## src/rtl/watch_core.sv

```systemverilog
// Timekeeping core: hh:mm:ss counter, NUM_ALARMS alarm channels, ring timeout and snooze.
// Optional macro WATCH_CORE_HOUR12_EN adds a pm output and presents hour in 12-hour form.
module watch_core #(
    parameter int NUM_ALARMS = 4,
    parameter int TICK_DIV   = 100,
    parameter int RING_SECS  = 60,
    parameter int SNOOZE_MIN = 5,
    localparam int AW = (NUM_ALARMS > 1) ? $clog2(NUM_ALARMS) : 1
) (
    input  logic                  clk,
    input  logic                  reset,
    input  logic                  set_time_wr,
    input  logic [4:0]            set_hour,
    input  logic [5:0]            set_min,
    input  logic [5:0]            set_sec,
    input  logic                  alm_wr,
    input  logic [AW-1:0]         alm_idx,
    input  logic [4:0]            alm_hour,
    input  logic [5:0]            alm_min,
    input  logic                  alm_en,
    input  logic                  aoff,
    input  logic                  snooze,
    output logic [4:0]            hour,
    output logic [5:0]            min,
    output logic [5:0]            sec,
    output logic                  sec_pulse,
    output logic                  ring,
    output logic [NUM_ALARMS-1:0] ring_mask,
    output logic                  snoozing
`ifdef WATCH_CORE_HOUR12_EN
    ,
    output logic                  pm
`endif
);
    localparam int PW       = $clog2(TICK_DIV);
    localparam int SNZ_SECS = SNOOZE_MIN * 60;
    localparam int SW       = $clog2(SNZ_SECS + 1);
    localparam logic [PW-1:0] PRESC_LAST = PW'(TICK_DIV - 1);
    localparam logic [SW-1:0] SNZ_LOAD   = SW'(SNZ_SECS);
    localparam logic [7:0]    RING_LOAD  = 8'(RING_SECS);

    logic [PW-1:0]         presc_reg;
    logic [4:0]            hour_reg, hour_inc;
    logic [5:0]            min_reg, min_inc, sec_reg, sec_inc;
    logic                  pulse_reg;
    logic                  tick, set_ok, alm_ok;
    logic [NUM_ALARMS-1:0] match, hit, mask_reg, saved_reg, base_mask, add_bits, new_bits;
    logic [7:0]            rtimer_reg;
    logic [SW-1:0]         snz_reg;
    logic                  ring_int, snz_take, expire, restore;

    assign tick   = (presc_reg == PRESC_LAST);
    assign set_ok = set_time_wr && (set_hour < 5'd24) && (set_min < 6'd60) && (set_sec < 6'd60);
    assign alm_ok = alm_wr && (alm_hour < 5'd24) && (alm_min < 6'd60);

    always_comb begin
        sec_inc  = sec_reg + 6'd1;
        min_inc  = min_reg;
        hour_inc = hour_reg;
        if (sec_reg == 6'd59) begin
            sec_inc = 6'd0;
            if (min_reg == 6'd59) begin
                min_inc  = 6'd0;
                hour_inc = (hour_reg == 5'd23) ? 5'd0 : hour_reg + 5'd1;
            end else begin
                min_inc = min_reg + 6'd1;
            end
        end
    end

    // A valid time load wins over a coincident tick and suppresses its pulse.
    always_ff @(posedge clk or negedge reset) begin
        if (!reset) begin
            presc_reg <= '0;
            hour_reg  <= '0;
            min_reg   <= '0;
            sec_reg   <= '0;
            pulse_reg <= 1'b0;
        end else if (set_ok) begin
            presc_reg <= '0;
            hour_reg  <= set_hour;
            min_reg   <= set_min;
            sec_reg   <= set_sec;
            pulse_reg <= 1'b0;
        end else if (tick) begin
            presc_reg <= '0;
            hour_reg  <= hour_inc;
            min_reg   <= min_inc;
            sec_reg   <= sec_inc;
            pulse_reg <= 1'b1;
        end else begin
            presc_reg <= presc_reg + PW'(1);
            pulse_reg <= 1'b0;
        end
    end

    for (genvar gi = 0; gi < NUM_ALARMS; gi++) begin : g_alm
        logic [4:0] a_hour_reg;
        logic [5:0] a_min_reg;
        logic       a_en_reg;

        always_ff @(posedge clk or negedge reset) begin
            if (!reset) begin
                a_hour_reg <= '0;
                a_min_reg  <= '0;
                a_en_reg   <= 1'b0;
            end else if (alm_ok && (alm_idx == AW'(gi))) begin
                a_hour_reg <= alm_hour;
                a_min_reg  <= alm_min;
                a_en_reg   <= alm_en;
            end
        end

        assign match[gi] = a_en_reg && (a_hour_reg == hour_reg) && (a_min_reg == min_reg);
    end

    // Matches only count on the cycle a freshly ticked time is visible.
    assign hit      = (pulse_reg && (sec_reg == 6'd0)) ? match : '0;
    assign ring_int = |mask_reg;
    assign snz_take = snooze && ring_int;
    assign expire   = pulse_reg && ring_int && (rtimer_reg == 8'd1);
    assign restore  = pulse_reg && (snz_reg == SW'(1)) && !snz_take;

    always_comb begin
        base_mask = (snz_take || expire) ? '0 : mask_reg;
        add_bits  = hit | (restore ? saved_reg : '0);
        new_bits  = add_bits & ~base_mask;
    end

    always_ff @(posedge clk or negedge reset) begin
        if (!reset) begin
            mask_reg   <= '0;
            saved_reg  <= '0;
            rtimer_reg <= '0;
            snz_reg    <= '0;
        end else if (aoff) begin
            mask_reg   <= '0;
            saved_reg  <= '0;
            rtimer_reg <= '0;
            snz_reg    <= '0;
        end else begin
            mask_reg <= base_mask | add_bits;

            if (snz_take)
                saved_reg <= mask_reg;
            else if (restore)
                saved_reg <= '0;

            if (snz_take)
                snz_reg <= SNZ_LOAD;
            else if (pulse_reg && (snz_reg != '0))
                snz_reg <= snz_reg - SW'(1);

            if ((new_bits != '0) || restore)
                rtimer_reg <= RING_LOAD;
            else if (snz_take || expire)
                rtimer_reg <= 8'd0;
            else if (pulse_reg && ring_int)
                rtimer_reg <= rtimer_reg - 8'd1;
        end
    end

    assign min       = min_reg;
    assign sec       = sec_reg;
    assign sec_pulse = pulse_reg;
    assign ring      = ring_int;
    assign ring_mask = mask_reg;
    assign snoozing  = (snz_reg != '0);

`ifdef WATCH_CORE_HOUR12_EN
    always_comb begin
        pm   = (hour_reg >= 5'd12);
        hour = hour_reg;
        if (hour_reg == 5'd0)
            hour = 5'd12;
        else if (hour_reg > 5'd12)
            hour = hour_reg - 5'd12;
    end
`else
    assign hour = hour_reg;
`endif

endmodule

```

## config.mk

```make
export PLATFORM = sky130hd
export DESIGN_NAME = watch_core
export DESIGN_NICKNAME = d
export VERILOG_FILES = /design/src/rtl/watch_core.sv
export SDC_FILE = /design/constraint.sdc
export NUM_CORES = 1
export LEC_CHECK = 0
export ABC_CLOCK_PERIOD_IN_PS = 2400
export BUFFER_PORTS_ARGS = -buffer_cell sky130_fd_sc_hd__buf_2
export CAP_MARGIN = 10
export CORE_ASPECT_RATIO = 1.75
export CORE_MARGIN = 3
export CORE_UTILIZATION = 35
export DETAILED_ROUTE_END_ITERATION = 8
export MAX_ROUTING_LAYER = met4
export SYNTH_ARGS = -nofsm -noshare
export SYNTH_HDL_FRONTEND = slang
export SYNTH_SLANG_ARGS = --single-unit
```

## constraint.sdc

```tcl
create_clock -name clk -period 2.4 [get_ports clk]
set_input_delay 0.48 -clock clk [delete_from_list [all_inputs] [get_ports clk]]
set_output_delay 0.48 -clock clk [all_outputs]
set_load 0.01 [all_outputs]
```

# Word-level counts from Yosys, hierarchy flattened
# Index checks and enable logic that the tools add are counted.
# Widths: inputs -> output; s select.
[classes]
n_addsub = 6
magnitude_cmp = 5
eq_ne = 17
mux = 30
bitwise = 4
n_reduce_logical = 40
[op_table]
columns = ["operator", "count"]
rows = [
  ["$mux 6", 7],
  ["$mux 8", 4],
  ["$mux 4", 7],
  ["$mux 9", 3],
  ["$mux 5", 5],
  ["$eq 6x6->1", 4],
  ["$logic_and 1x1->1", 24],
  ["$eq 5x5->1", 4],
  ["$lt 6x6->1 const B", 3],
  ["$mux 7", 2],
  ["$add 6x1->6 const B", 2],
  ["$eq 6x6->1 const B", 2],
  ["$lt 5x5->1 const B", 2],
  ["$eq 9x1->1 const B", 1],
  ["$reduce_bool 9->1", 1],
  ["$sub 9x1->9 const B", 1],
  ["$eq 8x1->1 const B", 1],
  ["$or 4x4->4", 2],
  ["$reduce_bool 4->1", 2],
  ["$sub 8x1->8 const B", 1],
  ["$add 7x1->7 const B", 1],
  ["$eq 7x7->1 const B", 1],
  ["$logic_not 6->1", 1],
  ["$reduce_bool 2->1", 3],
  ["14 further kinds", 18],
]
[word_totals]
register_bits = 98
input_bits = 37
output_inout_bits = 24
word_cells = 123

# Depth between registers and ports, before layout
# Gate-level depths: netlist (run 1).
[logic_depth]
depth_word = 11
ltp_mapped = 9
ltp_nobuf = 9

# Worst setup path before layout (run 1)
# No wires, ideal clock.
[synth_timing]
path_type = "reg2reg"
start = "reg mask_reg[2] (netlist: ring_mask[2])"
end = "reg rtimer_reg[3]"
setup_ns = 0.086
arrival_time_ns = 2.037
required_ns = 2.314
slack_ns = 0.278
path_stages_with_launch = 8
path_buffers = 0
period_less_slack_ns = 2.122
path_cell_list = "dfrtp_1 -> o41a_4 -> nor4_4 -> and2_1 -> nor2_1 -> a21o_1 -> and2_4 -> o221ai_2"
[synth_via]
elab_chain_len = 11
word_cells_on_any_way = 18
classes_between = "mux: 5; bitwise: 3; reduce/logical: 10"
[synth_rtl]
columns = ["item", "line_no", "rtl"]
rows = [
  ["from (decl)", "47", "logic [NUM_ALARMS-1:0] match, hit, mask_reg, saved_reg, base_mask, add_bits, new_bits;"],
  ["from (signal assigned)", "142", "mask_reg <= base_mask | add_bits;"],
  ["$reduce_or 4->1", "119", "assign ring_int = |mask_reg;"],
  ["$logic_and 1x1->1, on equally long branches", "120, 121, 158", ""],
  ["$logic_not 1->1 or $logic_and 1x1->1 (tied branches)", "122, 121", ""],
  ["$logic_and 1x1->1 or $logic_or 1x1->1 (tied branches)", "122, 125, 156", ""],
  ["$mux 4, on equally long branches", "126, 125", ""],
  ["$or 4x4->4 or $not 4->4 (tied branches)", "126, 127", ""],
  ["$and 4x4->4", "127", "new_bits = add_bits & ~base_mask;"],
  ["$reduce_bool 4->1", "154", "if ((new_bits != '0) || restore)"],
  ["$logic_or 1x1->1", "154", ""],
  ["$mux 8", "154", ""],
  ["$mux 8", "136", "end else if (aoff) begin"],
  ["to (signal assigned)", "159", "rtimer_reg <= rtimer_reg - 8'd1;"],
  ["to (decl)", "48", "logic [7:0] rtimer_reg;"],
]
# Parallel ways exist; a longest one is shown, timed or not.
# A chain may end at the register's enable or synchronous reset.

# Worst setup path in the final report (run 1)
[layout_timing]
start = "reg snz_reg[3]"
end = "reg rtimer_reg[3]"
[layout_via]
elab_chain_len = 10
word_cells_on_any_way = 11
classes_between = "eq/ne: 1; mux: 3; bitwise: 2; reduce/logical: 5"
[layout_rtl]
columns = ["item", "line_no", "rtl"]
rows = [
  ["from (decl)", "49", "logic [SW-1:0] snz_reg;"],
  ["from (signal assigned)", "152", "snz_reg <= snz_reg - SW'(1);"],
  ["$eq 9x1->1 *", "122", "assign restore = pulse_reg && (snz_reg == SW'(1)) && !snz_take;"],
  ["$logic_and 1x1->1 * (2 in a row)", "122", ""],
  ["$mux 4", "126", "add_bits = hit | (restore ? saved_reg : '0);"],
  ["$or 4x4->4", "126", ""],
  ["$and 4x4->4", "127", ""],
  ["$reduce_bool 4->1", "154", ""],
  ["$logic_or 1x1->1 *", "154", ""],
  ["$mux 8", "154", ""],
  ["$mux 8", "136", ""],
]
# Mark *: on every way between the ends. The rest lies on a longest branch, timed or not.

==> results of run 1 <==
## through the flow
stage                     setup slack (ns)  utilization, %  cells
after floorplan                      0.278               -    493
after global placement               0.167            40.2    721
after detailed placement            0.0663            40.2    721
after CTS                           0.0477            42.5    737
after global routing               0.00495            42.7    738
final                               0.0745            42.7    738
## kinds of logic (layout without fill, tap and decap cells)
kind of cell    Yosys count  count (layout)  synth area share, %
mux                      51              51                 11.2
buf+inv                  30              98                 2.20
simple gates            165             165                 16.6
fa+ha+maj                10              10                 2.44
flops                    98              98                 47.9
xor+xnor                 61              61                 10.4
compound gates           78              78                 9.30
## critical path: stages (launching register included)
cell      delay (ns)
dfrtp_2         0.44
or4_4           0.59
nor4_4          0.41
and2_4          0.21
o21ai_0         0.10
o2111a_1        0.18
and2_4          0.16
o221ai_2        0.15
## synth_stat cells, drive strengths merged, types with 3 or more instances
master  count  area, sq um
clkbuf     20         75.1
nand2b      3         18.8
inv         7         26.3
nor4b       3         26.3
nand3b      3         22.5
nor4        7         58.8
nand3      18         90.1
or4         3         26.3
nand2      40          150
xnor2      56          490
buf         3         11.3
nor2       37          139
dfrtp      98         2450
xor2        5         43.8
o21ai      26          130
nor3       11         55.1
and3        6         37.5
nand4      19          119
and2        4         28.8
a31oi       6         52.6
nor3b       5         37.5
mux2       49          552
ha         10          125
a21oi      33          165
## routing by layer
metal / global-route usage [%] / wire [microns]
met1: 16.7 / 4760
met2: 32.9 / 7750
met3: 2.56 / 288
met4: 7.29 / 264
met5: - / 0
## path summary, 6_finish.rpt
check | slack (ns) | endpoint | startpoint
worst max-delay path | 0.07 | rtimer_reg[3]$_DFFE_PN0P_ | snz_reg[3]$_DFFE_PN0P_
worst min-delay path | 0.10 | snz_reg[5]$_DFFE_PN0P_ | reset
worst max register to register | 0.07 | rtimer_reg[3]$_DFFE_PN0P_ | snz_reg[3]$_DFFE_PN0P_
worst min register to register | 0.46 | presc_reg[0]$_DFF_PN0_ | presc_reg[0]$_DFF_PN0_
max in group asynchronous | 1.61 | g_alm[0].a_min_reg[5]$_DFFE_PN0P_ | reset
min in group clk | 0.36 | sec[0]$_DFFE_PN0P_ | set_sec[0]
## layout make-up
| cell class | count | area (sq um) | area share, % |
|---|---|---|---|
| clock buffer | 9 | 225 | 3.74 |
| clock inverter | 7 | 92.6 | 1.54 |
| inverter | 7 | 26.3 | 0.436 |
| multi-input combinational | 365 | 2580 | 42.8 |
| sequential | 98 | 2450 | 40.7 |
| tap | 177 | 221 | 3.67 |
| timing repair buffer | 75 | 428 | 7.10 |
## power breakdown
| group | switching, uW | internal, uW |
|---|---|---|
| Clock | 627 | 913 |
| Sequential | 474 | 1960 |
| Combinational | 625 | 718 |
## timing repair
action | in CTS | in global routing
endpoints found under the setup margin | 0 | 7
setup buffers | 0 | 1
gates resized for setup | 0 | 8
==> key figures, run 1 <==
STA
  – Fin crit share: 96.9%
  – Fin Hold WS: 0.101 ns
  – Fin Setup TNS: 0 ns
  – Post-Route Skew: 0.00723 ns
  – Max-slew violations: 0
  – Least-Margin Pin Slew: 0.535 ns
  – Period minus WS final: 2.33 ns
  – Fmax: 430 MHz
  – Slew HR: 64.0%
  – Final hold violation count: 0
  – RSZ-0062 raised after global routing: false
  – Final setup vio count: 0

Logic synthesis
  – YS warnings: 0
  – Flops & latches, synth: 98
  – Post-synth EDFFs: 0
  – Mapped Area: 5120 sq um
  – Synth Net Count: 540
  – Gate count after technology mapping: 493
  – Synth async-reset ratio: 100%
  – Yosys cell types: 45
  – Primary FF master, synth: dfrtp_1
  – Mapped Avg Cell Area: 10.4 sq um
  – Sequential area share after synthesis: 47.9%

Final layout
  – Fin area: 6030 sq um
  – Commonest non-fill, non-tap cell in the layout: dfrtp_1
  – Max reg flops: 24
  – Area delta synth->final: 17.7%
  – Fraction of layout cells with a size suffix above 1: 27.6%
  – # nets final: 603
  – Number of antenna diodes: 0
  – Commonest cells after routing, fill and taps aside: 97 x dfrtp_1, 59 x buf_2, 56 x xnor2_1
  – Fill cells: 1383

Clock network
  – Post-CTS Hold Buffers: 0
  – Clock-pin slew on the worst setup and hold paths: 0.07 ns
  – CTS Sinks: 98
  – CTS tree: built
  – Clock Tree Buf Depth: 2
  – CTS buffer count: 9
  – Root buffer cell: clkbuf_16
  – Clock latency on the worst-skew pair: 0.34 ns
  – H-tree levels: 3

Die
  – Die Ht: 166 microns
  – Total core area: 14100 sq um
  – DIE AREA: 16200 sq um
  – Die Width: 97.5 microns
  – Cell Rows: 57
  – Initial Util: 36.3%
  – Top Ports: 61

Setup path
  – CP Capture Type: flip-flop
  – Critical path peak fanout: 5
  – CP Data Required Time: 2.66 ns
  – Length in cells of the worst reg-to-reg path: 7
  – Crit Path Category: flip-flop to flip-flop
  – Startpoint type of the worst setup path: flip-flop
  – Worst EP arrival: 2.59 ns

Place
  – GPL Wtd Cong: 0.898
  – Post-DP HPWL: 10.0 mm
  – Number of port buffers: 60
  – Post-DP Area: 5680 sq um

GRT
  – Number of global-route vias before repair: 4210
  – GRT Util Overall: 17.1%
  – Largest net degree at the start of global routing: 42
  – First-pass GRT wire length: 21.5 mm
  – Antenna violations before repair: 0
  – GRT overflow: 0

Status
  – Status: complete, no violations

Route
  – DR WL/cell: 17.7 microns
  – Detailed Route Iter0 Violations: 141
  – DRT Pass-1 Iters: 5
  – Final WL: 13.1 mm
  – Vias per inst: 5.27
  – DRC Markers: 0
  – Antenna viol nets, final: 0
  – Vias: 3889

Power
  – P_leak: 0.00255 uW
  – Total Power: 5320 uW
  – Maximum vdd drop: 0.398 mV
  – Power density over cell area: 882 nW/um^2

Min path
  – Worst Hold Class: input pin to async pin

Flow run
  – Max-cap violations: 0
No activity file was read; power rests on OpenSTA's default activity.
==> inputs of run 2 (changes only) <==
--- a/config.mk
+++ b/config.mk
@@ -9,9 +9,13 @@
 export BUFFER_PORTS_ARGS = -buffer_cell sky130_fd_sc_hd__buf_2
 export CAP_MARGIN = 10
+export CELL_PAD_IN_SITES_DETAIL_PLACEMENT = 1
+export CELL_PAD_IN_SITES_GLOBAL_PLACEMENT = 1
 export CORE_ASPECT_RATIO = 1.75
 export CORE_MARGIN = 3
 export CORE_UTILIZATION = 35
 export DETAILED_ROUTE_END_ITERATION = 8
+export HOLD_SLACK_MARGIN = 0.05
 export MAX_ROUTING_LAYER = met4
+export PLACE_DENSITY_LB_ADDON = 0.1
 export SYNTH_ARGS = -nofsm -noshare
 export SYNTH_HDL_FRONTEND = slang
==> constraint.sdc (replaced) <==
create_clock -name clk -period 2.4 [get_ports clk]
set_input_delay 0.48 -clock clk [delete_from_list [all_inputs] [get_ports clk]]
set_output_delay 0.48 -clock clk [all_outputs]
set_load 0.005 [all_outputs]
==> key figures, run 2 (synthesis gave the netlist of run 1 again) <==
Clock network
  – CTS Sinks: 98
  – H-tree levels: 3
  – CTS tree: built
  – Post-CTS Hold Buffers: 0
  – Clock latency on the worst-skew pair: 0.34 ns
  – Clock-pin slew on the worst setup and hold paths: 0.07 ns
  – CTS buffer count: 9
  – Clock Tree Buf Depth: 2
  – Root buffer cell: clkbuf_16

Setup path
  – Crit Path Category: flip-flop to flip-flop
  – CP Capture Type: flip-flop
  – Critical path peak fanout: 5
  – Startpoint type of the worst setup path: flip-flop
  – CP Data Required Time: 2.66 ns
  – Length in cells of the worst reg-to-reg path: 7
  – Worst EP arrival: 2.55 ns

Power
  – Maximum vdd drop: 0.444 mV
  – P_leak: 0.00257 uW
  – Power density over cell area: 850 nW/um^2

Die
  – Total core area: 14100 sq um
  – Initial Util: 36.3%
  – Die Width: 97.5 microns
  – Top Ports: 61
  – Die Ht: 166 microns
  – DIE AREA: 16200 sq um
  – Cell Rows: 57

STA
  – Fmax: 438 MHz
  – Least-Margin Pin Slew: 0.541 ns
  – Min setup slack post-route: 0.118 ns
  – Fin crit share: 95.1%
  – Final hold violation count: 0
  – Fin Setup TNS: 0 ns
  – Slew HR: 64.0%
  – Final setup vio count: 0
  – Period minus WS final: 2.28 ns
  – Max-slew violations: 0
  – Post-Route Skew: 0.00933 ns

GRT
  – First-pass GRT wire length: 23.1 mm
  – Antenna violations before repair: 0
  – Largest net degree at the start of global routing: 40
  – GRT Util Overall: 18.6%
  – Number of global-route vias before repair: 4344
  – GRT overflow: 0

Place
  – GPL Wtd Cong: 0.795
  – Post-DP HPWL: 10.9 mm
  – Number of port buffers: 60
  – Dpl ws: 0.125 ns
  – Post-DP Area: 5760 sq um

Final layout
  – Fraction of layout cells with a size suffix above 1: 28.0%
  – Number of antenna diodes: 0
  – Commonest cells after routing, fill and taps aside: 97 x dfrtp_1, 59 x buf_2, 56 x xnor2_1
  – Commonest non-fill, non-tap cell in the layout: dfrtp_1
  – # nets final: 613
  – Max reg flops: 24
  – Fin area: 6050 sq um
  – Multi-input logic area: 2570 sq um
  – Area delta synth->final: 18.0%
  – Fin util: 42.8%
  – Fill cells: 1617
  – Sequential Area: 2450 sq um

Route
  – DRT Pass-1 Iters: 4
  – Final WL: 14.2 mm
  – Vias: 3950
  – Detailed Route Iter0 Violations: 94
  – DR WL/cell: 18.9 microns
  – Vias per inst: 5.28
  – DRC Markers: 0
  – Antenna viol nets, final: 0

Status
  – Status: complete, no violations

Flow run
  – Max-cap violations: 0

Min path
  – Worst Hold Class: input pin to async pin
[run 2: cell count changes in the layout (fill, tap and decap cells not counted), moves of 2 or more]
cell / delta
buf_4: +10
clkbuf_1: +3
clkinv_2: -3
bufinv_16: -2
clkinvlp_4: +2
[run 2: what timing repair did]
| item | 4_1_cts | 5_1_grt |
|---|---|---|
| buffers inserted | 0 | 1 |
| gates resized for setup | 0 | 3 |
| endpoints found under the setup margin | 0 | 4 |
[run 2: area by class of cell]
cell class,instances,area share (%)
multi-input cells,365,42.5
flip-flops and latches,98,40.6
repair buffers,85,8.32
clock buffers,13,4.14
well taps,177,3.66
inverters,7,0.435
clock inverters,3,0.393
[run 2: critical path: stages, from the launching register on]
cell and delay, ns:
dfrtp_2 0.44, or4_4 0.59, nor4_4 0.39, and2_4 0.21, nor2_1 0.05, a21o_1 0.22
and2_4 0.17, o221ai_2 0.14
[run 2: stage by stage]
step	power [uW]	hold WS, ns	instances
finish	5140	0.118	748
CTS	5230	0.133	747
detailed placement	3840	0.456	731
global route	5490	0.140	748
floorplan	3260	0.184	493
global placement	3800	0.443	731
[run 2: power breakdown]
| group | switching [uW] | total (uW) | internal (uW) | leakage (uW) |
|---|---|---|---|---|
| logic | 615 | 1360 | 747 | 0.00121 |
| clock network | 624 | 1360 | 737 | 0.000126 |
| registers | 456 | 2410 | 1960 | 0.00123 |
[run 2: path summary, 6_finish.rpt]
path,startpoint,endpoint,slack (ns)
min in group clk,set_sec[0],sec[0]$_DFFE_PN0P_,0.35
min reg2reg,presc_reg[0]$_DFF_PN0_,presc_reg[0]$_DFF_PN0_,0.46
max in group asynchronous,reset,g_alm[0].a_hour_reg[4]$_DFFE_PN0P_,1.66
max,snz_reg[3]$_DFFE_PN0P_,rtimer_reg[3]$_DFFE_PN0P_,0.12
max reg2reg,snz_reg[3]$_DFFE_PN0P_,rtimer_reg[3]$_DFFE_PN0P_,0.12
min,reset,presc_reg[3]$_DFF_PN0_,0.12
[run 2: routing by layer]
metal / track usage [%] / vias up / share of wire (%)
met5: - / - / 0
met1: 19.7 / 2013 / 39
met2: 35.0 / 46 / 57
met3: 2.35 / 12 / 2.1
met4: 6.21 / 0 / 2.0
li1: - / 1879 / -
==> inputs of run 3 (changes only) <==
Settings changed: CTS_BUF_LIST from default to sky130_fd_sc_hd__clkbuf_16.
==> key figures, run 3 (synthesis gave the netlist of run 1 again) <==
Die
  – Top Ports: 61
  – DIE AREA: 16200 sq um
  – Cell Rows: 57
  – Die Ht: 166 microns
  – Total core area: 14100 sq um
  – Initial Util: 36.3%
  – Die Width: 97.5 microns

Place
  – Dpl ws: 0.125 ns
  – GPL Wtd Cong: 0.795
  – Number of port buffers: 60
  – Post-DP HPWL: 10.9 mm

STA
  – Fin crit share: 95.2%
  – Slew HR: 63.9%
  – Final hold violation count: 0
  – Least-Margin Pin Slew: 0.542 ns
  – Fmax: 438 MHz
  – Period minus WS final: 2.29 ns
  – Post-Route Skew: 0.00898 ns
  – Final setup vio count: 0
  – Max-slew violations: 0
  – Min setup slack post-route: 0.115 ns

Power
  – Power density over cell area: 844 nW/um^2
  – Maximum vdd drop: 0.444 mV
  – P_leak: 0.00258 uW

Setup path
  – R2R Setup Slk: 0.11 ns
  – WP buf/inv: 0
  – CP delay by family, top: simple AND/OR/NAND/NOR gates
  – CP Data Required Time: 2.66 ns
  – Startpoint type of the worst setup path: flip-flop
  – Crit Path Category: flip-flop to flip-flop
  – Crit path top cell by count: and2_4
  – RR Endpoint: rtimer_reg[3]$_DFFE_PN0P_
  – Length in cells of the worst reg-to-reg path: 7
  – CP max stage delay: 0.59 ns
  – Worst EP arrival: 2.55 ns
  – CP Capture Type: flip-flop
  – Slowest cell on crit path: or4_4
  – CP cell instances: or4_4 -> nor4_4 -> and2_4 -> nor2_1 -> a21o_1 -> and2_4 -> o221ai_2
  – Critical path peak fanout: 5
  – Reg-to-Reg Start: snz_reg[3]$_DFFE_PN0P_

Final layout
  – Max reg flops: 24
  – Commonest cells after routing, fill and taps aside: 97 x dfrtp_1, 59 x buf_2, 56 x xnor2_1
  – Area delta synth->final: 17.8%
  – Number of antenna diodes: 0
  – # nets final: 613
  – Commonest non-fill, non-tap cell in the layout: dfrtp_1
  – Fraction of layout cells with a size suffix above 1: 27.8%
  – Fin util: 42.8%

Route
  – Final WL: 14.2 mm
  – Vias: 3946
  – Vias per inst: 5.28
  – Antenna viol nets, final: 0
  – Detailed Route Iter0 Violations: 89
  – DRC Markers: 0
  – DR WL/cell: 18.9 microns
  – DRT Pass-1 Iters: 4

Clock network
  – CTS Sinks: 98
  – CTS buffer count: 9
  – Clock latency on the worst-skew pair: 0.34 ns
  – Post-CTS Hold Buffers: 0
  – CTS tree: built
  – H-tree levels: 3
  – Clock-pin slew on the worst setup and hold paths: 0.07 ns
  – Clock Tree Buf Depth: 2
  – Root buffer cell: clkbuf_16

Flow run
  – Max-cap violations: 0

GRT
  – Antenna violations before repair: 0
  – Number of global-route vias before repair: 4344
  – First-pass GRT wire length: 23.1 mm
  – GRT Util Overall: 18.6%
  – GRT overflow: 0
  – Largest net degree at the start of global routing: 40

Status
  – Status: complete, no violations

Min path
  – Worst Hold Class: input pin to async pin
run 3: changes by cell type in the layout (fill, tap and decap cells not counted):
cell	before	now
clkbuf_8	1	0
clkinv_1	0	1
clkbuf_1	3	0
inv_1	7	10
run 3: area by class of cell:
cell class	count	area (sq um)
Clock buffer	9	225
Tap cell	177	221
Inverter	7	26.3
Timing Repair Buffer	85	503
Clock inverter	7	38.8
Sequential cell	98	2450
Fill cell	1618	8080
Multi-Input combinational cell	365	2570
run 3: what timing repair did:
item,in CTS,in global routing
setup endpoints to repair,0,4
hold endpoints to repair,0,0
resized for setup,0,3
buffers inserted,0,1
run 3: worst max path at each step:
stage | start | end | cells after the start | slack (ns)
after floorplan | snz_reg[3]$_DFFE_PN0P_ | rtimer_reg[3]$_DFFE_PN0P_ | 7 | 0.30
after global placement | snz_reg[3]$_DFFE_PN0P_ | rtimer_reg[3]$_DFFE_PN0P_ | 7 | 0.17
after detailed placement | snz_reg[3]$_DFFE_PN0P_ | rtimer_reg[3]$_DFFE_PN0P_ | 7 | 0.12
after CTS | snz_reg[3]$_DFFE_PN0P_ | snoozing | 4 | 0.09
after global routing | snz_reg[3]$_DFFE_PN0P_ | rtimer_reg[3]$_DFFE_PN0P_ | 7 | -0.02
final | snz_reg[3]$_DFFE_PN0P_ | rtimer_reg[3]$_DFFE_PN0P_ | 7 | 0.11
run 3: per-stage QoR:
step	power (uW)	instance area [sq um]	cells	TNS (ns)	hold WS, ns
final	5090	6040	748	0	0.118
after global routing	5440	6040	748	-0.0291	0.140
after CTS	5190	6020	747	0	0.133
after detailed placement	3840	5760	731	0	0.456
after global placement	3800	5760	731	0	0.443
after floorplan	3260	5120	493	0	0.184
run 3: per-layer routing:
| metal | global-route usage (%) | wire [microns] | part of all wire [%] |
|---|---|---|---|
| met1 | 19.7 | 5580 | 39 |
| met2 | 35.0 | 8080 | 57 |
| met3 | 2.35 | 239 | 1.7 |
| met4 | 6.21 | 278 | 2.0 |
| met5 | - | 0 | 0 |
run 3: power by group:
part           total, uW  switching (uW)  internal, uW
sequential          2410             456          1960
clock               1320             623           693
combinational       1360             616           747
